$ cat config.mk
export PLATFORM = sky130hd
export DESIGN_NAME = simon_sequencer_flat
export DESIGN_NICKNAME = d
export VERILOG_FILES = /design/src/rtl/simon_if.sv /design/src/rtl/simon_sequencer.sv /design/src/flat_wrapper.sv
export SDC_FILE = /design/constraint.sdc
export NUM_CORES = 1
export LEC_CHECK = 0
export ABC_AREA = 0
export CAP_MARGIN = 20
export CORE_MARGIN = 1
export CORE_UTILIZATION = 45
export CTS_CLUSTER_SIZE = 30
export DETAILED_ROUTE_END_ITERATION = 10
export PLACE_DENSITY_LB_ADDON = 0.12
export SYNTH_ARGS = -nofsm -noshare
export SYNTH_HDL_FRONTEND = slang
export SYNTH_SLANG_ARGS = --single-unit
$ cat constraint.sdc
create_clock -name clk -period 5.6 [get_ports clk]
set_clock_uncertainty 0.2 [all_clocks]
set_input_delay 0.84 -clock clk [delete_from_list [all_inputs] [get_ports clk]]
set_output_delay 0.84 -clock clk [all_outputs]
set_load 0.01 [all_outputs]
$ cat src/rtl/simon_if.sv
// Handshake bundle between the Simon round controller and the button/lamp front end.
interface simon_if #(
  parameter int LW = 5
);
  logic          start;
  logic [1:0]    rand_num;
  logic [1:0]    player_num;
  logic          player_pressed;
  logic          simon_turn;
  logic          show_valid;
  logic [1:0]    show_num;
  logic [LW-1:0] round_len;
  logic          game_over;
  logic          win;

  modport master (
    output start, rand_num, player_num, player_pressed,
    input  simon_turn, show_valid, show_num, round_len, game_over, win
  );

  modport slave (
    input  start, rand_num, player_num, player_pressed,
    output simon_turn, show_valid, show_num, round_len, game_over, win
  );
endinterface

$ cat src/rtl/simon_sequencer.sv
// Simon round controller: stores the colour sequence, plays it back, checks presses.
// Optional player inactivity timeout is enabled by defining SIMON_TIMEOUT_EN.
module simon_sequencer #(
  parameter int MAX_LEN       = 16,
  parameter int ON_TICKS      = 30,
  parameter int OFF_TICKS     = 15,
  parameter int TIMEOUT_TICKS = 300
) (
  input logic     clk,
  input logic     reset,
  simon_if.slave  bus
);
  localparam int LW = $clog2(MAX_LEN + 1);
  localparam int AW = (MAX_LEN > 1) ? $clog2(MAX_LEN) : 1;

  localparam logic [2:0] IDLE         = 3'd0;
  localparam logic [2:0] ADD          = 3'd1;
  localparam logic [2:0] SHOW_OFF     = 3'd2;
  localparam logic [2:0] SHOW_ON      = 3'd3;
  localparam logic [2:0] WAIT_PRESS   = 3'd4;
  localparam logic [2:0] WAIT_RELEASE = 3'd5;
  localparam logic [2:0] OVER         = 3'd6;
  localparam logic [2:0] WIN          = 3'd7;

  localparam logic [15:0]   OFF_LAST = 16'(OFF_TICKS - 1);
  localparam logic [15:0]   ON_LAST  = 16'(ON_TICKS - 1);
  localparam logic [LW-1:0] LEN_MAX  = LW'(MAX_LEN);
`ifdef SIMON_TIMEOUT_EN
  localparam logic [15:0]   TO_LAST  = 16'(TIMEOUT_TICKS - 1);
`endif

  if (MAX_LEN < 1 || ON_TICKS < 1 || OFF_TICKS < 1 || TIMEOUT_TICKS < 1) begin : g_cfg_check
    $error("simon_sequencer: length and tick parameters must be at least 1");
  end

  logic [2:0]    state;
  logic [1:0]    mem [MAX_LEN];
  logic [LW-1:0] round_len;
  logic [LW-1:0] idx;
  logic [15:0]   tick;
  logic          prev_pressed;
  logic          rise;
  logic          last_idx;
  logic [1:0]    cur_num;

  assign rise     = bus.player_pressed & ~prev_pressed;
  assign last_idx = (idx == round_len - LW'(1));
  assign cur_num  = mem[idx[AW-1:0]];

  // Sequence storage is deliberately never cleared; only entries below round_len are read.
  always_ff @(posedge clk) begin
    if (state == ADD) mem[round_len[AW-1:0]] <= bus.rand_num;
  end

  always_ff @(posedge clk or posedge reset) begin
    if (reset) begin
      state        <= IDLE;
      round_len    <= '0;
      idx          <= '0;
      tick         <= '0;
      prev_pressed <= 1'b0;
    end else begin
      prev_pressed <= bus.player_pressed;
      case (state)
        IDLE: begin
          if (bus.start) begin
            state     <= ADD;
            round_len <= '0;
          end
        end
        ADD: begin
          round_len <= round_len + LW'(1);
          idx       <= '0;
          tick      <= '0;
          state     <= SHOW_OFF;
        end
        SHOW_OFF: begin
          if (tick == OFF_LAST) begin
            tick  <= '0;
            state <= SHOW_ON;
          end else begin
            tick <= tick + 16'd1;
          end
        end
        SHOW_ON: begin
          if (tick == ON_LAST) begin
            tick <= '0;
            if (last_idx) begin
              idx   <= '0;
              state <= WAIT_PRESS;
            end else begin
              idx   <= idx + LW'(1);
              state <= SHOW_OFF;
            end
          end else begin
            tick <= tick + 16'd1;
          end
        end
        WAIT_PRESS: begin
          // A button held over from playback has prev_pressed set, so it never rises here.
          if (rise) begin
            tick  <= '0;
            state <= (bus.player_num == cur_num) ? WAIT_RELEASE : OVER;
          end
`ifdef SIMON_TIMEOUT_EN
          else if (tick == TO_LAST) begin
            state <= OVER;
          end else begin
            tick <= tick + 16'd1;
          end
`endif
        end
        WAIT_RELEASE: begin
          if (!bus.player_pressed) begin
            if (last_idx) begin
              state <= (round_len == LEN_MAX) ? WIN : ADD;
            end else begin
              idx   <= idx + LW'(1);
              tick  <= '0;
              state <= WAIT_PRESS;
            end
          end
        end
        OVER, WIN: begin
          if (bus.start) begin
            state     <= ADD;
            round_len <= '0;
          end
        end
        default: state <= IDLE;
      endcase
    end
  end

  assign bus.simon_turn = (state == ADD) || (state == SHOW_OFF) || (state == SHOW_ON);
  assign bus.show_valid = (state == SHOW_ON);
  assign bus.show_num   = (state == SHOW_ON) ? cur_num : 2'b00;
  assign bus.round_len  = round_len;
  assign bus.game_over  = (state == OVER);
  assign bus.win        = (state == WIN);
endmodule

$ cat src/flat_wrapper.sv
// flat-port wrapper written by rule: the top's interface ports become plain ports
module simon_sequencer_flat 
#(
  parameter int MAX_LEN       = 16,
  parameter int ON_TICKS      = 30,
  parameter int OFF_TICKS     = 15,
  parameter int TIMEOUT_TICKS = 300
)
  (clk, reset, bus_start, bus_rand_num, bus_player_num, bus_player_pressed, bus_simon_turn, bus_show_valid, bus_show_num, bus_round_len, bus_game_over, bus_win);
  simon_if #(.LW(($clog2(MAX_LEN + 1)))) bus_i ();
  input logic clk;
  input logic reset;
  input wire logic [$bits(bus_i.start)-1:0] bus_start;
  input wire logic [$bits(bus_i.rand_num)-1:0] bus_rand_num;
  input wire logic [$bits(bus_i.player_num)-1:0] bus_player_num;
  input wire logic [$bits(bus_i.player_pressed)-1:0] bus_player_pressed;
  output wire logic [$bits(bus_i.simon_turn)-1:0] bus_simon_turn;
  output wire logic [$bits(bus_i.show_valid)-1:0] bus_show_valid;
  output wire logic [$bits(bus_i.show_num)-1:0] bus_show_num;
  output wire logic [$bits(bus_i.round_len)-1:0] bus_round_len;
  output wire logic [$bits(bus_i.game_over)-1:0] bus_game_over;
  output wire logic [$bits(bus_i.win)-1:0] bus_win;
  assign bus_i.start = bus_start;
  assign bus_i.rand_num = bus_rand_num;
  assign bus_i.player_num = bus_player_num;
  assign bus_i.player_pressed = bus_player_pressed;
  assign bus_simon_turn = bus_i.simon_turn;
  assign bus_show_valid = bus_i.show_valid;
  assign bus_show_num = bus_i.show_num;
  assign bus_round_len = bus_i.round_len;
  assign bus_game_over = bus_i.game_over;
  assign bus_win = bus_i.win;
  simon_sequencer #(.MAX_LEN(MAX_LEN), .ON_TICKS(ON_TICKS), .OFF_TICKS(OFF_TICKS), .TIMEOUT_TICKS(TIMEOUT_TICKS)) u_core (.clk(clk), .reset(reset), .bus(bus_i));
endmodule
---- Word-level counts from Yosys, hierarchy flattened ----
Memories as Yosys holds them, arrays and structs flattened.
Index checks and enable logic that the tools add are counted.
storage, ports and cells
  flip-flop bits (word level) ............. 30
  bits in writable memories ............... 32
  bits of input ports ..................... 8
  output and inout port bits .............. 11
  word-level logic and storage cells ...... 67
  memories ................................ 1
operators by class
  add/subtract/negate cells ............... 4
  equal/unequal tests ..................... 18
  muxes and demuxes ....................... 26
  bitwise gates (word level) .............. 2
  reduce and logical (&&, ||, !) cells .... 11
memories
  memory      depth  bits a word  rd ports  clocked after memory_dff  write ports  RTL line               text
  u_core.mem  16     2            1         0                         1            simon_sequencer.sv:37  logic [1:0] mem [MAX_LEN];
operator list
  operator               number
  $mux 16                5
  $pmux 16 s5            1
  $mux 5                 5
  $mux 3                 8
  $pmux 3 s6             1
  $add 16x1->16 const B  1
  $eq 16x4->1 const B    1
  $eq 16x5->1 const B    1
  $pmux 5 s3             1
  $eq 3x3->1 const B     4
  $add 5x1->5 const B    2
  $pmux 5 s2             1
  $ne 2x1->1 const B     4
  $reduce_and 4->1       2
  $eq 3x2->1 const B     2
  $eq 5x5->1             1
  $eq 5x5->1 const B     1
  $reduce_and 5->1       1
  $reduce_bool 5->1      1
  $sub 5x1->5 const B    1
  $mux 2                 2
  $ne 2x2->1 const B     2
  $eq 3x1->1 const B     1
  $logic_not 3->1        1
  9 further kinds        11

---- Longest topological paths before layout ----
  word-level depth ........................ 5
  mapped depth ............................ 10
  gate-level depth less buffers ........... 8

---- Worst setup path after synthesis ----
OpenSTA, ideal clock, no wires.
  path type ............................... register -> register
  start ................................... register u_core.round_len[0] (netlist: u_core.bus.round_len[0])
  end ..................................... register u_core.tick[3]
  setup time .............................. 0.124 ns
  data arrival time ....................... 2.152 ns
  data required time ...................... 5.276 ns
  setup slack ............................. 3.124 ns
  cell stages (with the launch flop) ...... 10
  buffers on the path ..................... 1
  period minus slack after synthesis ...... 2.476 ns
  cell sequence ........................... dfrtp_1 inv_1 ha_1 xnor2_1 a211oi_2 o311ai_4 o21ai_4 buf_8 nor4_2 a211o_1
on the way
  word-level cells in the longest chain between the ends .. 4
ends and longest elaborated chain
  element                     RTL line               text
  start, declared             simon_sequencer.sv:38  logic [LW-1:0] round_len;
  start signal, assigned      simon_sequencer.sv:72  round_len <= round_len + LW'(1);
  $sub 5x1->5                 simon_sequencer.sv:47  assign last_idx = (idx == round_len - LW'(1));
  $eq 5x5->1                  simon_sequencer.sv:47
  $ne 2x2->1 (no line)        --
  $reduce_and 4->1 (no line)  --
  end signal, assigned        simon_sequencer.sv:82  tick <= tick + 16'd1;
  end signal, assigned        simon_sequencer.sv:96  tick <= tick + 16'd1;
  end, declared               simon_sequencer.sv:40  logic [15:0] tick;
No other way between the ends.
A chain may end at the register's enable or synchronous reset.

---- Final worst setup path ----
  start ................................... register u_core.idx[3]
  end ..................................... output bus_show_num[1]
on the way
  word-level cells in the longest chain between the ends .. 2
ends and longest elaborated chain
  element                 RTL line                text
  start, declared         simon_sequencer.sv:39   logic [LW-1:0] idx;
  start signal, assigned  simon_sequencer.sv:92   idx <= idx + LW'(1);
  start signal, assigned  simon_sequencer.sv:118  idx <= idx + LW'(1);
  $mem_v2 16x2            --
  $mux 2                  simon_sequencer.sv:137  assign bus.show_num = (state == SHOW_ON) ? cur_num : 2'b00;
  end, declared           flat_wrapper.sv:19      output wire logic [$bits(bus_i.show_num)-1:0] bus_show_num;
No other way between the ends.

==> impl_metrics.yaml <==
outcome:
  outcome: "finished clean"
logic_synthesis:
  synthSimpleGateAreaFrac: 0.2082
  synth_nets: 340
  synthDominantCellAreaShare: 0.2687
  synth.avg_cell_area_um2: 11.11
  synth_commonest_cells: "sky130_fd_sc_hd__edfxtp_1 (32), sky130_fd_sc_hd__dfrtp_1 (30), sky130_fd_sc_hd__nor2_1 (26)"
  synth_compound_area_frac: 0.1456
  synth-seq-cells: 62
  netlist-cell-type-count: 66
  post_synth_main_area_contributors: "sky130_fd_sc_hd__edfxtp_1 (27%), sky130_fd_sc_hd__dfrtp_1 (21%), sky130_fd_sc_hd__mux4_2 (3.8%), sky130_fd_sc_hd__ha_1 (3.5%), sky130_fd_sc_hd__a22o_1 (2.9%)"
  synthAdderAreaFrac: 0.03499
  count_of_flip_flops_with_a_built_in_enable_after_synthesis: 32
  synth_top_family_by_area: "simple AND/OR/NAND/NOR gates"
  xor_xnor_share_of_the_synthesized_area: 0.02904
  yosysSeqAreaShare: 0.4787
  most_frequent_cell_after_synthesis: "sky130_fd_sc_hd__edfxtp_1"
  synth_cells: 322
  synthDominantAreaCellType: "sky130_fd_sc_hd__edfxtp_1"
  async_reset_ff_frac: 0.4839
  ys.flop_type: "sky130_fd_sc_hd__edfxtp_1"
  netlist_area_before_placement_mm2: 0.003576
  synth.mux.area_fraction: 0.06123
  yosys_warnings: 0
detailed_routing:
  dr_wl_met3_um: 199
  routed_wirelength_um: 7592
  num_vias: 2540
  drt_iter0_drc: 110
  route.met2.wl_um: 3490
  detail_route.wirelength.met1_um: 3781
  antenna_violating_nets_post_route: 0
  top_layer: "met4"
  vias_per_cell: 5.721
  detail_route.wl_per_cell_um: 17.10
  drc_errors: 0
  drt_first_pass_iters: 4
critical_path:
  critical_path.endpoint_type: "output port"
  cp_cell_sequence: "mux2_2, or3_1, a41oi_1, nor3_1, clkdlybuf4s50_1"
  timing.critical_path.max_delay_family: "flip-flops"
  critical_path_depth: 5
  timing.reg2reg.worst_path_depth: 8
  critical_path.max_fanout: 13
  timing.rr.start: "u_core.bus.round_len[0]"
  worstPathArrival_ps: 2600
  critical-path-slowest-cell: "sky130_fd_sc_hd__dfrtp_1"
  biggest_cell_delay_along_the_critical_path_ps: 700
  worst_ep_required_ps: 4560
  path_class: "reg -> out"
  cp_num_buf_inv: 1
  reg2reg_to: "u_core.tick[11]"
  worst_setup_path_start_kind: "flip-flop"
  regToRegSetupSlack_ps: 2590
sta:
  tightestPinTransition_ps: 679.8
  period_needed_ps: 3639
  hold_viol: 0
  finalMaxSlewViolations: 0
  finalSetupViolCount: 0
  final_critical_path_setup_slack_ps: 1961
  finalSetupTns_ps: 0
  finalCritPeriodShare: 0.6499
  slew_headroom: 0.5459
  grt_setup_unrepaired: "no"
  fmax_ghz: 0.2748
placed_design:
  gpl.final_weighted_congestion: 0.7920
  preCtsSetupSlack_ps: 2305
  port_buffers: 18
  detailed_place_hpwl_um: 5191
floorplanning:
  die_area_mm2: 0.008307
  io-pin-count: 19
  row_count: 32
  initial_utilization: 0.4652
  die_w_um: 91.15
  core_region_area_mm2: 0.007687
  die_y_um: 91.15
global_routing:
  first_global_vias: 2514
  grt_max_degree: 31
  grt_first_pass_wirelength_um: 12780
  globalRouteTotalUtil: 0.2007
  number_of_antenna_violations_at_the_first_check_in_global_routing: 0
  gr-total-overflow: 0
clock_network:
  cts-buffers-inserted: 9
  path_clk_slew_ps: 80
  cts_root_buf: "sky130_fd_sc_hd__clkbuf_8"
  tritoncts: "built"
  post_cts_resize_count: 0
  post-cts-setup-buffer-count: 0
  htree_num_levels: 3
  hold_buffers: 0
  clk_latency_ps: 350
  tritoncts_num_sinks: 62
  clk_path_buf_depth: 2
min_path:
  worst_hold_path.endpoint: "u_core.tick[13]"
  holdPathStages: 1
  worstHoldPathType: "reg -> reg"
  hp-start: "u_core.tick[13]"
power:
  total_leakage_power_nw: 1.577
  power_per_cell_area_mw_per_mm2: 441.4
  p_total_mw: 1.770
  irDropWorstVdd_v: 0.0002073
cells_and_area:
  area.growth.synth_to_final_pct: 12.14
  antenna_cells_inserted: 0
  fillCellCount: 706
  drive_gt1_frac: 0.1287
  final_net_count: 355
job:
  timing.max_cap.violations: 0
-- layout by cell type (no fill, tap or decap), drive strengths merged, types with 8 or more instances in the layout --
cell type / instances
edfxtp: 32
dfrtp: 30
nor2: 27
nand2: 26
clkdlybuf4s50: 18
and3: 15
and2: 14
inv: 13
nand3: 12
a22o: 12
ha: 10
clkbuf: 9
nor3: 8
a21oi: 8
-- registers in the layout, summed over array words and instances, names as in the netlist --
name,flops
u_core.bus.round_len,5
u_core.idx,5
u_core.mem,32
u_core.prev_pressed,1
u_core.state,3
u_core.tick,16
-- area by class of cell --
class	instances	area, µm²	area share
Clock buffer	9	123.9	0.03089
Clock inverter	7	105.1	0.02621
Inverter	11	41.29	0.01030
Multi-Input combinational cell	234	1713	0.4271
Sequential cell	62	1712	0.4268
Tap cell	102	127.6	0.03183
Timing Repair Buffer	19	187.7	0.04680
-- routing by layer --
layer | track usage | vias to the layer above
met5 | 0 | -
met4 | 0.07143 | 0
met3 | 0.04355 | 9
met2 | 0.3112 | 31
met1 | 0.2778 | 1270
li1 | - | 1230
-- power by group --
group	internal (mW)	leakage (nW)	switching, mW
sequential	0.529	0.683	0.145
combinational	0.315	0.782	0.323
clock	0.256	0.112	0.202
-- per-stage QoR --
step | cells | util | hold slack, ps | cell area, µm²
floorplan | 322 | - | 312.6 | 3576
CTS | 444 | 0.5216 | 365.2 | 4010
global route | 444 | 0.5216 | 399.4 | 4010
detailed placement | 428 | 0.4919 | 351.8 | 3781
finish | 444 | 0.5216 | 371.1 | 4010
global placement | 428 | 0.4919 | 341.1 | 3781
-- worst max-delay path by stage --
stage                 endpoint  slack [ps]                    start
2_1_floorplan   u_core.tick[3]        3120  u_core.bus.round_len[0]
3_3_place_gp   bus_show_num[1]        2350            u_core.idx[3]
3_5_place_dp   bus_show_num[1]        2310            u_core.idx[3]
4_1_cts        bus_show_num[1]        1930            u_core.idx[3]
5_1_grt        bus_show_num[0]        1820            u_core.idx[2]
6_report       bus_show_num[1]        1960            u_core.idx[3]
-- cell families after synthesis --
logic type / count (synthesis)
compound gates: 63
xor+xnor: 11
fa+ha+maj: 10
buf+inv: 26
simple gates: 136
mux: 14
flops: 62
Note: power is estimated with default switching activity, not from simulation.
